### src/rtl/lock_pkg.sv
// Shared definitions for the A/B/I lock FSM and its stimulus driver:
// state encodings, command codes and the F value each command should leave behind.
package lock_pkg;

    localparam logic [2:0] ST_IDLE   = 3'd0;
    localparam logic [2:0] ST_DRIVE  = 3'd1;
    localparam logic [2:0] ST_GAP    = 3'd2;
    localparam logic [2:0] ST_SAMPLE = 3'd3;
    localparam logic [2:0] ST_DONE   = 3'd4;

    localparam logic [1:0] CMD_ARM     = 2'd0;
    localparam logic [1:0] CMD_DISARM  = 2'd1;
    localparam logic [1:0] CMD_INSTANT = 2'd2;
    localparam logic [1:0] CMD_ILLEGAL = 2'd3;

    // One bit per command code; INSTANT reads 0 because I is already released at sample time.
    localparam logic [3:0] EXPECTED_F_TABLE = 4'b0001;

    function automatic logic expected_f(input logic [1:0] code);
        return EXPECTED_F_TABLE[code];
    endfunction

endpackage

### src/rtl/fsm_stim_driver.sv
// Drives one A/B/I command into the lock FSM, waits, samples F and reports
// whether the lock reached the expected state.
module fsm_stim_driver
    import lock_pkg::*;
#(
    parameter int HOLD_CYCLES  = 2,
    parameter int SAMPLE_DELAY = 1
) (
    input  logic       clk,
    input  logic       rst_n,
    input  logic       start,
    input  logic [1:0] cmd,
    input  logic       f_in,
    output logic       a_out,
    output logic       b_out,
    output logic       i_out,
    output logic       busy,
    output logic       done,
    output logic       pass,
    output logic       err,
    output logic       f_sampled
);

    localparam logic [7:0] HOLD_LAST   = 8'(HOLD_CYCLES - 1);
    localparam logic [7:0] SAMPLE_LAST = 8'(SAMPLE_DELAY - 1);

    logic [2:0] state;
    logic [2:0] state_next;
    logic [7:0] cnt;
    logic [1:0] cmd_q;
    logic [1:0] drive_cmd;

    always_comb begin
        state_next = state;
        case (state)
            ST_IDLE:   if (start) state_next = (cmd == CMD_ILLEGAL) ? ST_DONE : ST_DRIVE;
            ST_DRIVE:  if (cnt == HOLD_LAST) state_next = ST_GAP;
            ST_GAP:    if (cnt == SAMPLE_LAST) state_next = ST_SAMPLE;
            ST_SAMPLE: state_next = ST_DONE;
            ST_DONE:   state_next = ST_IDLE;
            default:   state_next = ST_IDLE;
        endcase
    end

    // On the entry edge the latched copy is not yet valid, so the live cmd selects the line.
    assign drive_cmd = (state == ST_IDLE) ? cmd : cmd_q;

    assign busy = (state != ST_IDLE);
    assign done = (state == ST_DONE);

    always_ff @(posedge clk or negedge rst_n) begin
        if (!rst_n) begin
            state     <= ST_IDLE;
            cnt       <= 8'd0;
            cmd_q     <= CMD_ARM;
            a_out     <= 1'b0;
            b_out     <= 1'b0;
            i_out     <= 1'b0;
            pass      <= 1'b0;
            err       <= 1'b0;
            f_sampled <= 1'b0;
        end else begin
            state <= state_next;

            if (state_next != state) begin
                cnt <= 8'd0;
            end else if (state == ST_DRIVE || state == ST_GAP) begin
                cnt <= cnt + 8'd1;
            end

            a_out <= (state_next == ST_DRIVE) && (drive_cmd == CMD_ARM);
            b_out <= (state_next == ST_DRIVE) && (drive_cmd == CMD_DISARM);
            i_out <= (state_next == ST_DRIVE) && (drive_cmd == CMD_INSTANT);

            if (state == ST_IDLE && start) begin
                pass <= 1'b0;
                if (cmd == CMD_ILLEGAL) begin
                    err <= 1'b1;
                end else begin
                    err   <= 1'b0;
                    cmd_q <= cmd;
                end
            end

            if (state == ST_SAMPLE) begin
                f_sampled <= f_in;
                pass      <= (f_in == expected_f(cmd_q));
            end
        end
    end

endmodule

### config.mk
export PLATFORM = sky130hd
export DESIGN_NAME = fsm_stim_driver
export DESIGN_NICKNAME = d
export VERILOG_FILES = /design/src/rtl/lock_pkg.sv /design/src/rtl/fsm_stim_driver.sv
export SDC_FILE = /design/constraint.sdc
export NUM_CORES = 1
export LEC_CHECK = 0
export BUFFER_PORTS_ARGS = -buffer_cell sky130_fd_sc_hd__clkbuf_2
export CAP_MARGIN = 20
export CORE_MARGIN = 10
export CORE_UTILIZATION = 45
export DETAILED_ROUTE_END_ITERATION = 8
export GPL_TIMING_DRIVEN = 0
export SLEW_MARGIN = 20
export SYNTH_ARGS = -nofsm -noshare
export SYNTH_HDL_FRONTEND = slang
export SYNTH_SLANG_ARGS = --single-unit
### constraint.sdc
create_clock -name clk -period 1.54 [get_ports clk]
set_input_delay 0.077 -clock clk [delete_from_list [all_inputs] [get_ports clk]]
set_output_delay 0.077 -clock clk [all_outputs]
set_load 0.01 [all_outputs]
==> flow_metrics.env, run 1 <==
export IMPL_start_util_pct=47.9
export IMPL_fin_hold_ws_ns=0.0435
export IMPL_fp_row_count=17
export IMPL_ctsRootBufferMaster="clkbuf_4"
export IMPL_wl_mm=2.16
export IMPL_finalWeightedCongestion=0.790
export IMPL_chipHeight_um=69.0
export IMPL_r2r_cells=5
export IMPL_clk_pin_slew_ns=0.12
export IMPL_die_w_um=69.0
export IMPL_worstHoldPathCells=2
export IMPL_grt_usage_pct=9.95
export IMPL_clock_latency_ns=0.30
export IMPL_grt_pass1_vias=805
export IMPL_num_nets_final=132
export IMPL_r2r_start="cnt[4]"
export IMPL_yosys_warnings=0
export IMPL_finClkSkew_ns=0.00824
export IMPL_ys_seq_elements=19
export IMPL_cts_max_level=1
export IMPL_hold_viol=0
export IMPL_crit_slowest_cell="dfrtp_2"
export IMPL_antennaDiodeCount=0
export IMPL_drt_wirelength_per_cell_um=14.4
export IMPL_slowest_delay_ns=0.44
export IMPL_worstSetupPathType="register to register"
export IMPL_syn_nets=109
export IMPL_holdCritPathClass="input pin to register"
export IMPL_layout_cells_non_filler=150
export IMPL_cts_made_buffers=3
export IMPL_syn_inst=100
export IMPL_ir_drop_v=0.00102
export IMPL_setup_viol=0
export IMPL_ios=14
export IMPL_portBuffers=13
export IMPL_dr_pass1_iters=4
export IMPL_whs_endpoint="f_sampled"
export IMPL_dp_cells=141
export IMPL_cts_tree="yes"
export IMPL_syn2layout_area_growth_pct=17.0
export IMPL_worst_path_max_fanout=4
export IMPL_dp_hpwl_mm=1.57
export IMPL_slew_violations=0
export IMPL_leakage_nw=0.535
export IMPL_ys_types=31
export IMPL_relSlewSlack_pct=68.4
export IMPL_via_per_inst=5.30
export IMPL_maxCapViolCount=0
export IMPL_path_cells="nor4_4, buf_4, a31oi_4, a31oi_2, o31ai_1"
export IMPL_cp_top_family="compound AO/OA/AOI/OAI gates"
export IMPL_clock_path_buffers=2
export IMPL_core_um2=2250
export IMPL_rsz0062_at_grt="yes"
export IMPL_status="finished, final reports clean"
export IMPL_grt_first_pass_wirelength_mm=3.71
export IMPL_hold_start="f_in"
export IMPL_layout_drive_gt1_share_pct=31.1
export IMPL_cp_start_kind="register"
export IMPL_final_common_cell="dfrtp_1"
export IMPL_final_min_clock_period_ns=1.48
export IMPL_critPathRequiredTime_ns=1.73
export IMPL_r2r_end="state[0]"
export IMPL_synth_cell_area_um2=1080
export IMPL_clock_sinks=19
export IMPL_via_count=795
export IMPL_final_cell_mix="17 x dfrtp_1, 13 x nor2_1, 13 x clkbuf_2"
export IMPL_fin_crit_sh_pct=96.3
export IMPL_timing_fmax_ghz=0.674
export IMPL_die_area_um2=4760
export IMPL_seq_area_frac_synth_pct=44.0
export IMPL_r2r_slack_ns=0.06
export IMPL_syn_avg_cell_area_um2=10.8
export IMPL_worstMarginPinSlew_ns=0.473
export IMPL_worst_ep_arrival_time_ns=1.67
export IMPL_end_kind="register"
export IMPL_drc=0
export IMPL_p_per_area_nw_per_um2=1740
export IMPL_drt_iter0_markers=34
export IMPL_antenna_found_initial=0
export IMPL_critPathBufInv=1
export IMPL_grt_max_degree=20
export IMPL_grt_ovfl_total=0
export IMPL_drtAntennaViolNets=0
-- worst max path at each step --
stage                          end  slack [ns]    from  cells after the start
after CTS                   cnt[3]       0.007  cnt[4]                      5
after global routing      state[0]       -0.01  cnt[4]                      5
final                     state[0]        0.06  cnt[4]                      5
after detailed placement    cnt[3]       -0.02  cnt[5]                      4
after floorplan             cnt[0]        0.19  cnt[5]                      4
after global placement      cnt[2]      -0.002  cnt[5]                      4
-- per-stage QoR --
stage	worst slack (ns)	power, mW	util [%]	cell area [µm²]	setup TNS (ns)
after floorplan	0.188	1.63	-	1080	0
after global placement	-0.00195	1.89	52.3	1180	-0.00475
after CTS	0.00704	2.19	55.0	1240	0
after global routing	-0.0147	2.40	56.0	1260	-0.0237
final	0.0566	2.20	56.0	1260	0
after detailed placement	-0.0227	1.92	52.3	1180	-0.0296
-- power by group --
group / switching [mW] / internal [mW] / total (mW)
clock network: 0.159 / 0.0967 / 0.256
registers: 0.112 / 0.650 / 0.762
logic: 0.687 / 0.497 / 1.18
-- layer usage --
metal / up-vias / global-route usage, % / wire length (µm)
met2: 12 / 15.6 / 992
met1: 384 / 12.9 / 1010
met5: - / 0 / 0
li1: 395 / - / -
met3: 4 / 2.42 / 123
met4: 0 / 3.69 / 35
-- cell usage after synthesis --
master	instances	area, µm²
dfrtp_1	19	475
nor2_1	14	52.6
xnor2_1	7	61.3
nand2_1	6	22.5
a21oi_1	5	25.0
nand3b_1	5	37.5
nor3_1	5	25.0
ha_1	3	37.5
inv_1	3	11.3
nand3_1	3	15.0
o21ai_0	3	15.0
a31oi_2	2	25.0
buf_6	2	22.5
nand4_1	2	12.5
nor2b_1	2	12.5
nor3b_1	2	15.0
nor4_4	2	42.5
o22a_1	2	17.5
a21oi_4	1	16.3
a22oi_1	1	7.51
buf_2	1	5.00
mux2_2	1	11.3
nand2b_1	1	6.26
nand4b_1	1	8.76
nor2_2	1	6.26
nor3_4	1	16.3
nor4b_4	1	23.8
o31ai_1	1	7.51
or3b_1	1	8.76
xnor2_4	1	27.5
xor2_1	1	8.76
-- area by class of cell --
class,instances,area [µm²]
buffer,3,30.0
clock buffer,3,22.5
clock inverter,1,5.00
fill,210,991
inverter,3,11.3
multi-input combinational,75,577
sequential,19,478
tap,28,35.0
timing repair buffer,18,105
-- sequential cells by signal, indices dropped and copies added (netlist names) --
register and flops:
a_out 1, b_out 1, cmd_q 2, cnt 8, err 1, f_sampled 1, i_out 1, pass 1
state 3
-- kinds of logic (layout without fill, tap and decap cells) --
logic type	after synthesis	after routing	synth area share, %
mux	1	1	1.04
simple gates	47	47	28.3
fa+ha+maj	3	3	3.48
compound gates	15	15	10.5
flops	19	19	44.0
buf+inv	6	28	3.59
xor+xnor	9	9	9.04
-- what timing repair did --
| item | 4_1_cts | 5_1_grt |
|---|---|---|
| setup endpoints to repair | 7 | 14 |
| hold buffers | 1 | 0 |
| endpoints found under the hold margin | 19 | 0 |
| gates resized for setup | 1 | 5 |
| buffers inserted | 3 | 1 |
| pin swaps | 3 | 2 |
Note: power is estimated with default switching activity, not from simulation.
==> run 2, diff against run 1 <==
--- a/config.mk
+++ b/config.mk
@@ -8,9 +8,11 @@
 export BUFFER_PORTS_ARGS = -buffer_cell sky130_fd_sc_hd__clkbuf_2
 export CAP_MARGIN = 20
 export CORE_MARGIN = 10
-export CORE_UTILIZATION = 45
+export CORE_UTILIZATION = 25
 export DETAILED_ROUTE_END_ITERATION = 8
 export GPL_TIMING_DRIVEN = 0
+export MAX_ROUTING_LAYER = met4
+export SETUP_SLACK_MARGIN = 0.3
 export SLEW_MARGIN = 20
 export SYNTH_ARGS = -nofsm -noshare
 export SYNTH_HDL_FRONTEND = slang
==> run 2 against run 1 <==
  * First-iteration DRC count increased by 8.8%
  * Routed wire length rose by 19%
  * Critical endpoint is now cnt[6]
  * Highest routed layer unchanged
  * Critical path depth up 1
  * Fmax increased by 0.47%
  * Global-route usage is 2.8 points lower
  * Clock-buffer cell count up 1
  * Sequential cell count stayed put
  * Sequential power rose by 2%
  * Largest cell class unchanged
  * Via count rose by 8.1%
  * Clock power rose by 35%
==> flow_metrics.env, run 2 (synthesized netlist as in run 1, its figures left out) <==
export IMPL_status="finished, final reports clean"
export IMPL_grt_pass1_vias=948
export IMPL_grt_first_pass_wirelength_mm=4.24
export IMPL_fin_crit_sh_pct=95.9
export IMPL_timing_fmax_ghz=0.677
export IMPL_critPathBufInv=2
export IMPL_dp_hpwl_mm=1.71
export IMPL_final_cell_mix="17 x dfrtp_1, 12 x buf_4, 11 x clkbuf_2"
export IMPL_final_min_clock_period_ns=1.48
export IMPL_num_nets_final=145
export IMPL_largest_register_ffs=8
export IMPL_antenna_found_initial=0
export IMPL_leakage_nw=0.627
export IMPL_worst_ep_arrival_time_ns=1.61
export IMPL_cp_top_family="flip-flops"
export IMPL_setup_viol=0
export IMPL_clkPwrFrac_pct=12.0
export IMPL_power_total_mw=2.88
export IMPL_seq_power_share_pct=26.9
export IMPL_maxCapViolCount=0
export IMPL_worst_path_max_fanout=8
export IMPL_die_area_um2=7350
export IMPL_core_um2=4090
export IMPL_worstSetupPathType="register to register"
export IMPL_drtAntennaViolNets=0
export IMPL_end_kind="register"
export IMPL_slowest_delay_ns=0.42
export IMPL_clock_latency_ns=0.25
export IMPL_clock_path_buffers=2
export IMPL_final_common_cell="dfrtp_1"
export IMPL_p_int_mw=1.69
export IMPL_ir_drop_v=0.000964
export IMPL_clock_sinks=19
export IMPL_via_count=859
export IMPL_cts_tree="yes"
export IMPL_die_w_um=85.7
export IMPL_utilization_pct=37.2
export IMPL_chipHeight_um=85.7
export IMPL_fp_row_count=23
export IMPL_relSlewSlack_pct=65.5
export IMPL_worstMarginPinSlew_ns=0.518
export IMPL_drc=0
export IMPL_drt_iter0_markers=37
export IMPL_clk_pin_slew_ns=0.07
export IMPL_crit_slowest_cell="dfrtp_2"
export IMPL_p_per_area_nw_per_um2=1890
export IMPL_critPathRequiredTime_ns=1.68
export IMPL_hold_viol=0
export IMPL_holdCritPathClass="input pin to register"
export IMPL_wl_mm=2.57
export IMPL_portBuffers=13
export IMPL_grt_max_degree=20
export IMPL_grt_usage_pct=7.14
export IMPL_start_util_pct=26.4
export IMPL_grt_ovfl_total=0
export IMPL_cp_start_kind="register"
export IMPL_fin_hold_ws_ns=0.101
export IMPL_setup_tns_ns=0
export IMPL_finalWeightedCongestion=0.761
export IMPL_p_sw_mw=1.18
export IMPL_swShare_pct=41.2
export IMPL_cts_max_level=1
export IMPL_slew_violations=0
export IMPL_path_cells="nor4_4, buf_4, a31oi_4, a21oi_4, buf_12, nor2_1"
export IMPL_via_per_inst=4.64
export IMPL_layout_drive_gt1_share_pct=49.6
export IMPL_syn2layout_area_growth_pct=40.8
export IMPL_reg_largest_list="cnt (8), state (3), cmd_q (2)"
export IMPL_rsz0062_at_grt="yes"
export IMPL_p_comb_share_pct=61.1
export IMPL_dr_pass1_iters=4
export IMPL_ctsRootBufferMaster="clkbuf_8"
export IMPL_ios=14
export IMPL_regMostFlops="cnt"
export IMPL_cts_made_buffers=3
export IMPL_drt_wirelength_per_cell_um=13.9
export IMPL_antennaDiodeCount=0
export IMPL_finClkSkew_ns=0.00717
[run 2: cell types whose count changed in the layout (fill, tap and decap cells not counted), sizes merged]
| cell | previous run | this run |
|---|---|---|
| buf | 6 | 22 |
| clkinv | 1 | 0 |
| clkbuf | 17 | 15 |
[run 2: through the flow]
| step | cell area, µm² | cells | worst slack, ns |
|---|---|---|---|
| after floorplan | 1080 | 100 | 0.188 |
| after global placement | 1210 | 163 | 0.0241 |
| after detailed placement | 1210 | 163 | -0.0174 |
| after CTS | 1380 | 178 | 0.0491 |
| after global routing | 1520 | 185 | 0.0130 |
| final | 1520 | 185 | 0.0636 |
[run 2: layout make-up]
class | count | area (µm²)
fillers | 411 | 2570
multi-input cells | 75 | 666
flip-flops and latches | 19 | 478
repair buffers | 31 | 224
well taps | 50 | 62.6
clock buffers | 4 | 45.0
plain buffers | 3 | 33.8
inverters | 3 | 11.3
[run 2: power groups by stage]
stage | combinational [mW] | clock [mW] | sequential [mW]
after global placement | 1.13 | 0 | 0.761
after floorplan | 0.852 | 0 | 0.780
final | 1.76 | 0.345 | 0.775
after CTS | 1.39 | 0.357 | 0.773
after detailed placement | 1.15 | 0 | 0.771
after global routing | 1.91 | 0.380 | 0.796
[run 2: repair_timing]
item	in CTS	in global routing
hold buffers	1	0
pin swaps	9	6
endpoints found under the hold margin	19	0
cloned	2	0
setup endpoints to repair	19	20
gates resized for setup	14	21
buffers inserted	8	7
[run 2: worst paths after layout]
path	from	endpoint	slack, ns	cells after the start
max reg2reg	cnt[4]	cnt[6]	0.06	6
max in group asynchronous	rst_n	cnt[4]	0.83	2
min reg2reg	err	err	0.50	2
max	cnt[4]	cnt[6]	0.06	6
min in group asynchronous	rst_n	b_out	0.33	2
min	f_in	f_sampled	0.10	2
[run 2: per-layer routing]
metal  up-vias  GRT usage [%]  routed length (µm)
met5         -              -                   0
met4         0           2.25                  17
met3         2           1.70                  72
met2        13           12.7                1360
met1       423           7.61                1120
li1        421              -                   -
[run 2: worst register-to-register path, cell delays in order, from the launching register on]
cell and delay (ns):
dfrtp_2 0.42, nor4_4 0.31, buf_4 0.18, a31oi_4 0.10
a21oi_4 0.16, buf_12 0.15, nor2_1 0.05
